--- config.mk ---
export PLATFORM = sky130hd
export DESIGN_NAME = re_demapper
export DESIGN_NICKNAME = d
export VERILOG_FILES = /design/src/rtl/re_demapper.sv
export SDC_FILE = /design/constraint.sdc
export NUM_CORES = 1
export LEC_CHECK = 0
export CORE_ASPECT_RATIO = 0.7
export CORE_MARGIN = 2
export CORE_UTILIZATION = 56
export CTS_BUF_LIST = sky130_fd_sc_hd__clkbuf_2
export CTS_CLUSTER_DIAMETER = 60
export CTS_CLUSTER_SIZE = 10
export DETAILED_ROUTE_END_ITERATION = 8
export PLACE_DENSITY = 0.83
export SLEW_MARGIN = 20
export SYNTH_ARGS = -nofsm -noshare
export SYNTH_HDL_FRONTEND = slang
export SYNTH_SLANG_ARGS = --single-unit
--- constraint.sdc ---
create_clock -name CLK_RE -period 4.9 [get_ports CLK_RE]
set_input_delay 0.98 -clock CLK_RE [delete_from_list [all_inputs] [get_ports CLK_RE]]
set_output_delay 0.98 -clock CLK_RE [all_outputs]
set_load 0.05 [all_outputs]
--- src/rtl/re_demapper.sv ---
// rtl/re_demapper.sv - reads the DMRS comb and data REs back from the resource grid
// and delivers them as one tagged stream behind a 2-entry output FIFO.
module re_demapper #(
    parameter int FFT_Len  = 18,
    parameter int Total_Sc = 1200
) (
    input  logic               CLK_RE,
    input  logic               RST_RE,
    input  logic               EN_RE,
    input  logic               Start,
    input  logic [10:0]        N_sc,
    input  logic [6:0]         N_rb,
    input  logic [3:0]         Sym_Start,
    input  logic [3:0]         Sym_End,
    output logic               Rd_en,
    output logic [10:0]        Rd_addr,
    output logic [3:0]         Rd_sym,
    input  logic [FFT_Len-1:0] Rd_I,
    input  logic [FFT_Len-1:0] Rd_Q,
    output logic [FFT_Len-1:0] Out_I,
    output logic [FFT_Len-1:0] Out_Q,
    output logic [10:0]        Out_Addr,
    output logic [3:0]         Out_Sym,
    output logic               Out_Is_Dmrs,
    output logic               Out_Valid,
    input  logic               Out_Ready,
    output logic               Sym_Done,
    output logic               Demap_Done,
    output logic               Busy,
    output logic               Cfg_Err
);

    // tag = {addr[10:0], sym[3:0], is_dmrs, last_of_symbol}
    localparam int TAG_W = 17;
    localparam int ENT_W = 2 * FFT_Len + TAG_W;

    typedef enum logic [2:0] {
        S_IDLE,
        S_CHECK,
        S_RD_DMRS,
        S_RD_DATA,
        S_DRAIN
    } state_t;

    state_t           state_q, state_d;
    logic [10:0]      nsc_q, nsc_d;
    logic [6:0]       nrb_q, nrb_d;
    logic [3:0]       sym_start_q, sym_start_d;
    logic [3:0]       sym_end_q, sym_end_d;
    logic [10:0]      addr_q, addr_d;
    logic [3:0]       sym_q, sym_d;
    logic             rd_en_q, rd_en_d;
    logic [TAG_W-1:0] tag_q, tag_d;
    logic [ENT_W-1:0] fifo_q [2];
    logic [ENT_W-1:0] fifo_d [2];
    logic             wr_ptr_q, wr_ptr_d;
    logic             rd_ptr_q, rd_ptr_d;
    logic [1:0]       count_q, count_d;

    logic [11:0]      span;
    logic [11:0]      alloc_end;
    logic [11:0]      next_addr;
    logic [2:0]       slots;
    logic [ENT_W-1:0] head;
    logic             cfg_bad;
    logic             reading;
    logic             pop;
    logic             push;
    logic             issue;
    logic             last_in_sym;

    // 12-bit sums so N_sc + N_rb*12 cannot wrap before the range check.
    always_comb begin
        span        = 12'(nrb_q) * 12'd12;
        alloc_end   = 12'(nsc_q) + span;
        cfg_bad     = (nrb_q == 7'd0) || (alloc_end > 12'(Total_Sc)) ||
                      (sym_end_q <= sym_start_q) || (sym_end_q > 4'd13);
        reading     = (state_q == S_RD_DMRS) || (state_q == S_RD_DATA);
        head        = fifo_q[rd_ptr_q];
        pop         = (count_q != 2'd0) && Out_Ready;
        push        = rd_en_q;
        slots       = 3'(count_q) + 3'(rd_en_q) - 3'(pop);
        issue       = EN_RE && reading && (slots < 3'd2);
        next_addr   = 12'(addr_q) + ((state_q == S_RD_DMRS) ? 12'd2 : 12'd1);
        last_in_sym = (next_addr == alloc_end);
    end

    always_comb begin
        state_d     = state_q;
        nsc_d       = nsc_q;
        nrb_d       = nrb_q;
        sym_start_d = sym_start_q;
        sym_end_d   = sym_end_q;
        addr_d      = addr_q;
        sym_d       = sym_q;
        rd_en_d     = issue;
        tag_d       = tag_q;
        if (issue) begin
            tag_d = {addr_q, sym_q, state_q == S_RD_DMRS, last_in_sym};
        end
        case (state_q)
            S_IDLE: begin
                if (Start) begin
                    nsc_d       = N_sc;
                    nrb_d       = N_rb;
                    sym_start_d = Sym_Start;
                    sym_end_d   = Sym_End;
                    state_d     = S_CHECK;
                end
            end
            S_CHECK: begin
                if (cfg_bad) begin
                    state_d = S_IDLE;
                end else begin
                    state_d = S_RD_DMRS;
                    addr_d  = nsc_q;
                    sym_d   = sym_start_q;
                end
            end
            S_RD_DMRS: begin
                if (issue) begin
                    if (last_in_sym) begin
                        state_d = S_RD_DATA;
                        addr_d  = nsc_q;
                        sym_d   = sym_q + 4'd1;
                    end else begin
                        addr_d = next_addr[10:0];
                    end
                end
            end
            S_RD_DATA: begin
                if (issue) begin
                    if (last_in_sym) begin
                        addr_d = nsc_q;
                        if (sym_q == sym_end_q) begin
                            state_d = S_DRAIN;
                        end else begin
                            sym_d = sym_q + 4'd1;
                        end
                    end else begin
                        addr_d = next_addr[10:0];
                    end
                end
            end
            S_DRAIN: begin
                if ((count_q == 2'd0) && !rd_en_q) begin
                    state_d = S_IDLE;
                end
            end
            default: state_d = S_IDLE;
        endcase
    end

    // The issue rule keeps occupancy plus in-flight at or below 2, so a push never meets a full FIFO.
    always_comb begin
        fifo_d = fifo_q;
        if (push) begin
            fifo_d[wr_ptr_q] = {Rd_I, Rd_Q, tag_q};
        end
        wr_ptr_d = wr_ptr_q ^ push;
        rd_ptr_d = rd_ptr_q ^ pop;
        count_d  = count_q + 2'(push) - 2'(pop);
    end

    always_ff @(posedge CLK_RE) begin
        if (RST_RE) begin
            state_q     <= S_IDLE;
            nsc_q       <= '0;
            nrb_q       <= '0;
            sym_start_q <= '0;
            sym_end_q   <= '0;
            addr_q      <= '0;
            sym_q       <= '0;
            rd_en_q     <= 1'b0;
            tag_q       <= '0;
            fifo_q[0]   <= '0;
            fifo_q[1]   <= '0;
            wr_ptr_q    <= 1'b0;
            rd_ptr_q    <= 1'b0;
            count_q     <= '0;
        end else begin
            state_q     <= state_d;
            nsc_q       <= nsc_d;
            nrb_q       <= nrb_d;
            sym_start_q <= sym_start_d;
            sym_end_q   <= sym_end_d;
            addr_q      <= addr_d;
            sym_q       <= sym_d;
            rd_en_q     <= rd_en_d;
            tag_q       <= tag_d;
            fifo_q[0]   <= fifo_d[0];
            fifo_q[1]   <= fifo_d[1];
            wr_ptr_q    <= wr_ptr_d;
            rd_ptr_q    <= rd_ptr_d;
            count_q     <= count_d;
        end
    end

    assign Rd_en       = issue;
    assign Rd_addr     = issue ? addr_q : 11'd0;
    assign Rd_sym      = issue ? sym_q : 4'd0;
    assign Out_I       = head[ENT_W-1 -: FFT_Len];
    assign Out_Q       = head[TAG_W +: FFT_Len];
    assign Out_Addr    = head[16:6];
    assign Out_Sym     = head[5:2];
    assign Out_Is_Dmrs = head[1];
    assign Out_Valid   = (count_q != 2'd0);
    assign Sym_Done    = pop && head[0];
    assign Demap_Done  = (state_q == S_DRAIN) && (count_q == 2'd0) && !rd_en_q;
    assign Busy        = ((state_q == S_CHECK) && !cfg_bad) || reading || (state_q == S_DRAIN);
    assign Cfg_Err     = (state_q == S_CHECK) && cfg_bad;

endmodule

## Yosys cells after proc, flatten, opt, wreduce, memory -nomap -nowiden

Index checks and enable logic that the tools add are counted.

| storage, ports and cells | value |
|---|---|
| bits of input ports | 67 |
| word-level logic and storage cells | 107 |
| flip-flop bits (word level) | 172 |

| operators by class | value |
|---|---|
| add/subtract/negate cells | 7 |
| multipliers | 1 |
| order comparisons | 7 |
| mux-type cells | 29 |
| equal/unequal tests | 16 |
| reduce and logical (&&, ||, !) cells | 29 |
| bitwise operators | 4 |

Operators with widths:

| cell | number |
|---|---|
| $mux W53 | 4 |
| $bwmux W106 | 1 |
| $demux W53 S1 | 1 |
| $mux W11 | 4 |
| $mux W4 | 7 |
| $pmux W11 S2 | 1 |
| $mux W3 | 7 |
| $ne A2 B2 Y1 const B | 8 |
| $pmux W3 S5 | 1 |
| $reduce_and A7 Y1 | 2 |
| $add A11 B11 Y12 | 1 |
| $add A11 B2 Y12 | 1 |
| $eq A12 B12 Y1 | 1 |
| $gt A12 B11 Y1 const B | 1 |
| $pmux W4 S3 | 1 |
| $logic_and A1 B1 Y1 | 10 |
| $mul A7 B2 Y9 const B | 1 |
| $logic_not A7 Y1 | 1 |
| $eq A3 B2 Y1 const B | 2 |
| $logic_or A1 B1 Y1 | 6 |
| $add A4 B1 Y4 const B | 1 |
| $eq A4 B4 Y1 | 1 |
| $ge A2 B2 Y1 const B | 2 |
| $gt A4 B4 Y1 const B | 1 |
| 21 further kinds | 27 |

## Longest topological paths before layout

| logic depth | value |
|---|---|
| word-level depth | 10 |
| gate-level depth with buffers | 22 |
| gate-level depth less buffers | 20 |

## Worst setup path before layout

No wires, ideal clock.

| timing path | value |
|---|---|
| kind | input port to output port |
| start | input Out_Ready |
| end | output Rd_addr[6] |
| cell stages on the path | 15 |
| buffers on the path | 2 |
| data required time | 3.920 ns |
| setup slack | 0.081 ns |
| data arrival time | 3.839 ns |
| path through | nand2_1 inv_1 ha_1 inv_1 ha_1 inv_1 fa_1 xnor2_1 and3_1 nand2_1 inv_1 clkbuf_1 buf_1 nand2_1 inv_1 |

| on the way | value |
|---|---|
| longest elaborated chain between the ends | 5 |

Ends and longest elaborated chain:

| what | line | RTL |
|---|---|---|
| start: declaration | 26 | `input logic Out_Ready,` |
| $logic_and A1 B1 Y1 | 80 | `pop = (count_q != 2'd0) && Out_Ready;` |
| $sub A3 B1 Y3 | 82 | `slots = 3'(count_q) + 3'(rd_en_q) - 3'(pop);` |
| $lt A3 B2 Y1 | 83 | `issue = EN_RE && reading && (slots < 3'd2);` |
| $logic_and A1 B1 Y1 | 83 |  |
| net Rd_en | 15 | `output logic Rd_en,` |
| $mux W11 | 200 | `assign Rd_addr = issue ? addr_q : 11'd0;` |
| end: declaration | 16 | `output logic [10:0] Rd_addr,` |

The timed path passes the listed nets, and every way through them passes these cells.

## Worst setup path after layout

| timing path | value |
|---|---|
| start | register nrb_q[1] |
| end | output Busy |

| on the way | value |
|---|---|
| longest elaborated chain between the ends | 10 |

Ends and longest elaborated chain:

| what | line | RTL |
|---|---|---|
| start: declaration | 47 | `logic [6:0] nrb_q, nrb_d;` |
| start signal: assignment | 184 | `nrb_q <= nrb_d;` |
| $mul A7 B2 Y9 | 74 | `span = 12'(nrb_q) * 12'd12;` |
| $add A11 B11 Y12 | 75 | `alloc_end = 12'(nsc_q) + span;` |
| $gt A12 B11 Y1 | 76 | `cfg_bad = (nrb_q == 7'd0) \|\| (alloc_end > 12'(Total_Sc)) \|\|` |
| $logic_or A1 B1 Y1 * (2 in series) | 76 |  |
| $logic_or A1 B1 Y1 * | 77 | `(sym_end_q <= sym_start_q) \|\| (sym_end_q > 4'd13);` |
| $logic_not A1 Y1 * | 210 | `assign Busy = ((state_q == S_CHECK) && !cfg_bad) \|\| reading \|\| (state_q == S_DRAIN);` |
| $logic_and A1 B1 Y1 * | 210 |  |
| $logic_or A1 B1 Y1 * (2 in series) | 210 |  |
| end: declaration | 29 | `output logic Busy,` |

Mark *: on every way between the ends. The rest lies on a longest branch, timed or not.

==> impl_metrics.env <==
export IMPL_finalSetupViolations=2
export IMPL_async_reset_ff_share_pct=0
export IMPL_vias=7235
export IMPL_first_pass_iters=5
export IMPL_ctsRootBufferMaster="clkbuf_2"
export IMPL_synth_cell_types=70
export IMPL_drive_gt1_share_pct=17.7
export IMPL_syn_area_um2=8650
export IMPL_fin_skew_ns=0.0477
export IMPL_synth_top_area_cell="dfxtp_1"
export IMPL_worstMarginPinSlew_ns=1.05
export IMPL_synth_nets=1055
export IMPL_min_from="sym_start_q[1]$_SDFFE_PP0P_"
export IMPL_post_route_min_period_ns=5.32
export IMPL_hold_path_depth=2
export IMPL_synth_edf_count=0
export IMPL_die_w_um=153
export IMPL_antenna_cells=0
export IMPL_violations="setup timing"
export IMPL_cap_violations=0
export IMPL_holdBufCountCts=0
export IMPL_crit_fanout=6
export IMPL_wl_mm=22.0
export IMPL_clk_latency_ns=0.76
export IMPL_r2r_end="sym_q[0]$_SDFFE_PP0P_"
export IMPL_synth_top_flop_cell="dfxtp_1"
export IMPL_min_period_over_period_pct=109
export IMPL_synthCells=954
export IMPL_die_h_um=108
export IMPL_synth_top_family_by_area="multiplexers"
export IMPL_dp_hpwl_mm=14.7
export IMPL_whs_endpoint="sym_start_q[1]$_SDFFE_PP0P_"
export IMPL_num_nets_final=1181
export IMPL_synth_xor_area_share_pct=3.53
export IMPL_fp_row_count=37
export IMPL_nFillCells=1056
export IMPL_rsz0062_at_grt="true"
export IMPL_hold_slack_ns=0.481
export IMPL_synth_top_area_share_pct=39.8
export IMPL_track_usage_pct=25.8
export IMPL_timing_final_max_slew_violations=0
export IMPL_ant_nets=0
export IMPL_ios=140
export IMPL_antenna_found_initial=0
export IMPL_avgSynthCellArea_um2=9.07
export IMPL_ir_worst_vdd_mv=0.238
export IMPL_seq_area_um2=3450
export IMPL_htreeDepth=4
export IMPL_end_kind="output port"
export IMPL_status="complete, but fails checks"
export IMPL_core_um2=14900
export IMPL_synth_area_leaders="dfxtp_1 40%, mux2i_1 13%, mux2_2 6.9%, nor2_1 5.6%, nand2_1 4.5%"
export IMPL_timing_rr_start="nrb_q[1]$_SDFFE_PP0P_"
export IMPL_total_leakage_power_nw=4.13
export IMPL_io_buffers=139
export IMPL_cts_max_path_buffers=2
export IMPL_grt_max_degree=77
export IMPL_vias_per_cell=5.62
export IMPL_ys_seq_area_share_pct=39.8
export IMPL_grt_pass1_vias=6599
export IMPL_crit_type="flop to output port"
export IMPL_crit_required_ns=3.92
export IMPL_drcViolationCount=0
export IMPL_hold_viol=0
export IMPL_path_clk_slew_ns=0.30
export IMPL_start_util_pct=58.1
export IMPL_syn2layout_area_growth_pct=26.5
export IMPL_multiInputGateArea_um2=5030
export IMPL_synth_compound_area_share_pct=9.47
export IMPL_grt_pass1_wl_mm=34.3
export IMPL_p_per_area_nw_per_um2=410
export IMPL_cts_tree="yes"
export IMPL_gp_congestion=0.930
export IMPL_cp_startpoint="nrb_q[1]$_SDFFE_PP0P_"
export IMPL_cts_sinks=172
export IMPL_muxShareOfSynthArea_pct=19.7
export IMPL_ys_seq_elements=172
export IMPL_yosys_warnings=0
export IMPL_ff2ff_setup_slack_ns=0.28
export IMPL_arrival_ns=4.34
export IMPL_post_drt_wl_per_cell_um=17.1
export IMPL_synthAdderAreaFrac_pct=5.26
export IMPL_yosys_area_share_simple_pct=17.1
export IMPL_relSlewSlack_pct=29.8
export IMPL_die_area_um2=16500
export IMPL_setup_tns_ns=-0.837
export IMPL_cts_inserted_buffers=17
export IMPL_finalWorstSetupSlack_ns=-0.419
export IMPL_hold_path_class="flop to flop"
export IMPL_r2r_cells=22
export IMPL_crit_path_start_kind="flop"
export IMPL_overflow=0
export IMPL_drtIter0Drc=431
export IMPL_max_freq_mhz=188
## cell families (layout without fill, tap and decap cells)
logic type	count (synthesis)	in the layout
AO/OA/AOI/OAI	124	124
adder cells (fa/ha/maj)	34	34
AND/OR/NAND/NOR	318	318
multiplexers	164	164
flip-flops	172	172
buffers and inverters	108	247
XOR/XNOR	34	34
## placed cells by master, fill, tap and decap left out, types with 5 or more instances in the layout
master             n
a21oi_2            5
ha_4               9
inv_1             45
nor2b_1           10
xor2_1            14
nand2_1          102
buf_12            17
o211ai_1          10
mux2_2            53
buf_4             24
o21ai_1           11
a21oi_1           53
ha_1              19
nor2_1           126
clkdlybuf4s50_1  120
nand3_1           11
mux2i_1          110
nand4_1            7
xnor2_1           14
dfxtp_1          167
nor3_1            14
clkbuf_2          17
nand3b_1           6
## metal layers
| layer | global-route usage [%] | up-vias | wire length (um) |
|---|---|---|---|
| met5 | 0 | - | 0 |
| met4 | 6.75 | 0 | 289 |
| met3 | 6.69 | 26 | 1670 |
| met2 | 38.1 | 256 | 9630 |
| met1 | 37.5 | 3446 | 10500 |
| li1 | - | 3507 | - |
## how the worst max path moves through the flow
stage / end / cells past startpoint
global placement: Busy / 15
detailed placement: Busy / 17
finish: Busy / 19
global route: Busy / 19
floorplan: Rd_addr[6] / 15
CTS: Busy / 15
## timing repair
action                     CTS  global route
pin swaps                   13            23
setup buffers                8             9
gates resized for setup     26            32
setup endpoints to repair    2            17
## Yosys cell counts (4+ instances only)
| master | instances |
|---|---|
| a21oi_1 | 58 |
| mux2i_1 | 110 |
| nand3_1 | 12 |
| nand2_1 | 103 |
| a21o_1 | 4 |
| nand2b_1 | 4 |
| fa_1 | 4 |
| buf_1 | 8 |
| xor2_1 | 16 |
| clkbuf_1 | 43 |
| nand3b_1 | 6 |
| a211oi_1 | 5 |
| inv_1 | 50 |
| mux2_2 | 53 |
| o211ai_1 | 10 |
| nor2b_1 | 10 |
| o21bai_1 | 5 |
| dfxtp_1 | 172 |
| nand4_1 | 7 |
| o21ai_1 | 11 |
| xnor2_1 | 17 |
| o21ai_0 | 4 |
| nor2_1 | 128 |
| ha_1 | 30 |
| nor3_1 | 14 |
## sequential cells by signal, summed over array words and instances, names as in the netlist
name         count
sym_start_q      4
state_q          3
wr_ptr_q         1
sym_end_q        4
nrb_q            7
rd_ptr_q         1
addr_q          11
sym_q            4
nsc_q           11
tag_q           17
push             1
fifo_q         106
count_q          2
## worst max-delay path: stages, from the launching register on
cell	delay [ns]
dfxtp_4	0.46
ha_4	0.14
inv_2	0.04
fa_2	0.39
inv_2	0.06
a21oi_2	0.05
o21bai_2	0.16
buf_6	0.14
xor2_4	0.06
ha_4	0.31
buf_4	0.12
nand3_1	0.12
nand4b_1	0.17
mux2i_1	0.11
or4_4	0.55
o31a_4	0.14
nor2_4	0.15
a211oi_2	0.09
a21oi_2	0.15
clkbuf_16	0.18
## stage by stage
| step | setup slack [ns] | util (%) | power, mW | instance area (um^2) | std cells |
|---|---|---|---|---|---|
| finish | -0.419 | 73.5 | 4.49 | 11000 | 1288 |
| global route | -0.607 | 73.5 | 4.72 | 11000 | 1288 |
| global placement | 0.298 | 69.2 | 3.44 | 10300 | 1239 |
| detailed placement | 0.185 | 69.2 | 3.47 | 10300 | 1239 |
| floorplan | 0.0808 | - | 2.98 | 8650 | 954 |
| CTS | -0.426 | 72.0 | 4.33 | 10700 | 1279 |
## final cells by class
type	instances	share of cell area [%]
Multi-Input combinational cell	674	45.9
Sequential cell	172	31.5
Timing Repair Buffer	165	16.3
Tap cell	195	2.23
Inverter	50	1.74
Clock inverter	15	1.53
Clock buffer	17	0.777
## power breakdown
| part | internal (mW) | total (mW) | switching (mW) |
|---|---|---|---|
| combinational | 0.879 | 2.04 | 1.16 |
| sequential | 1.52 | 1.69 | 0.167 |
| clock | 0.173 | 0.758 | 0.585 |
| total | 2.58 | 4.49 | 1.91 |
No activity file was read; power rests on OpenSTA's default activity.
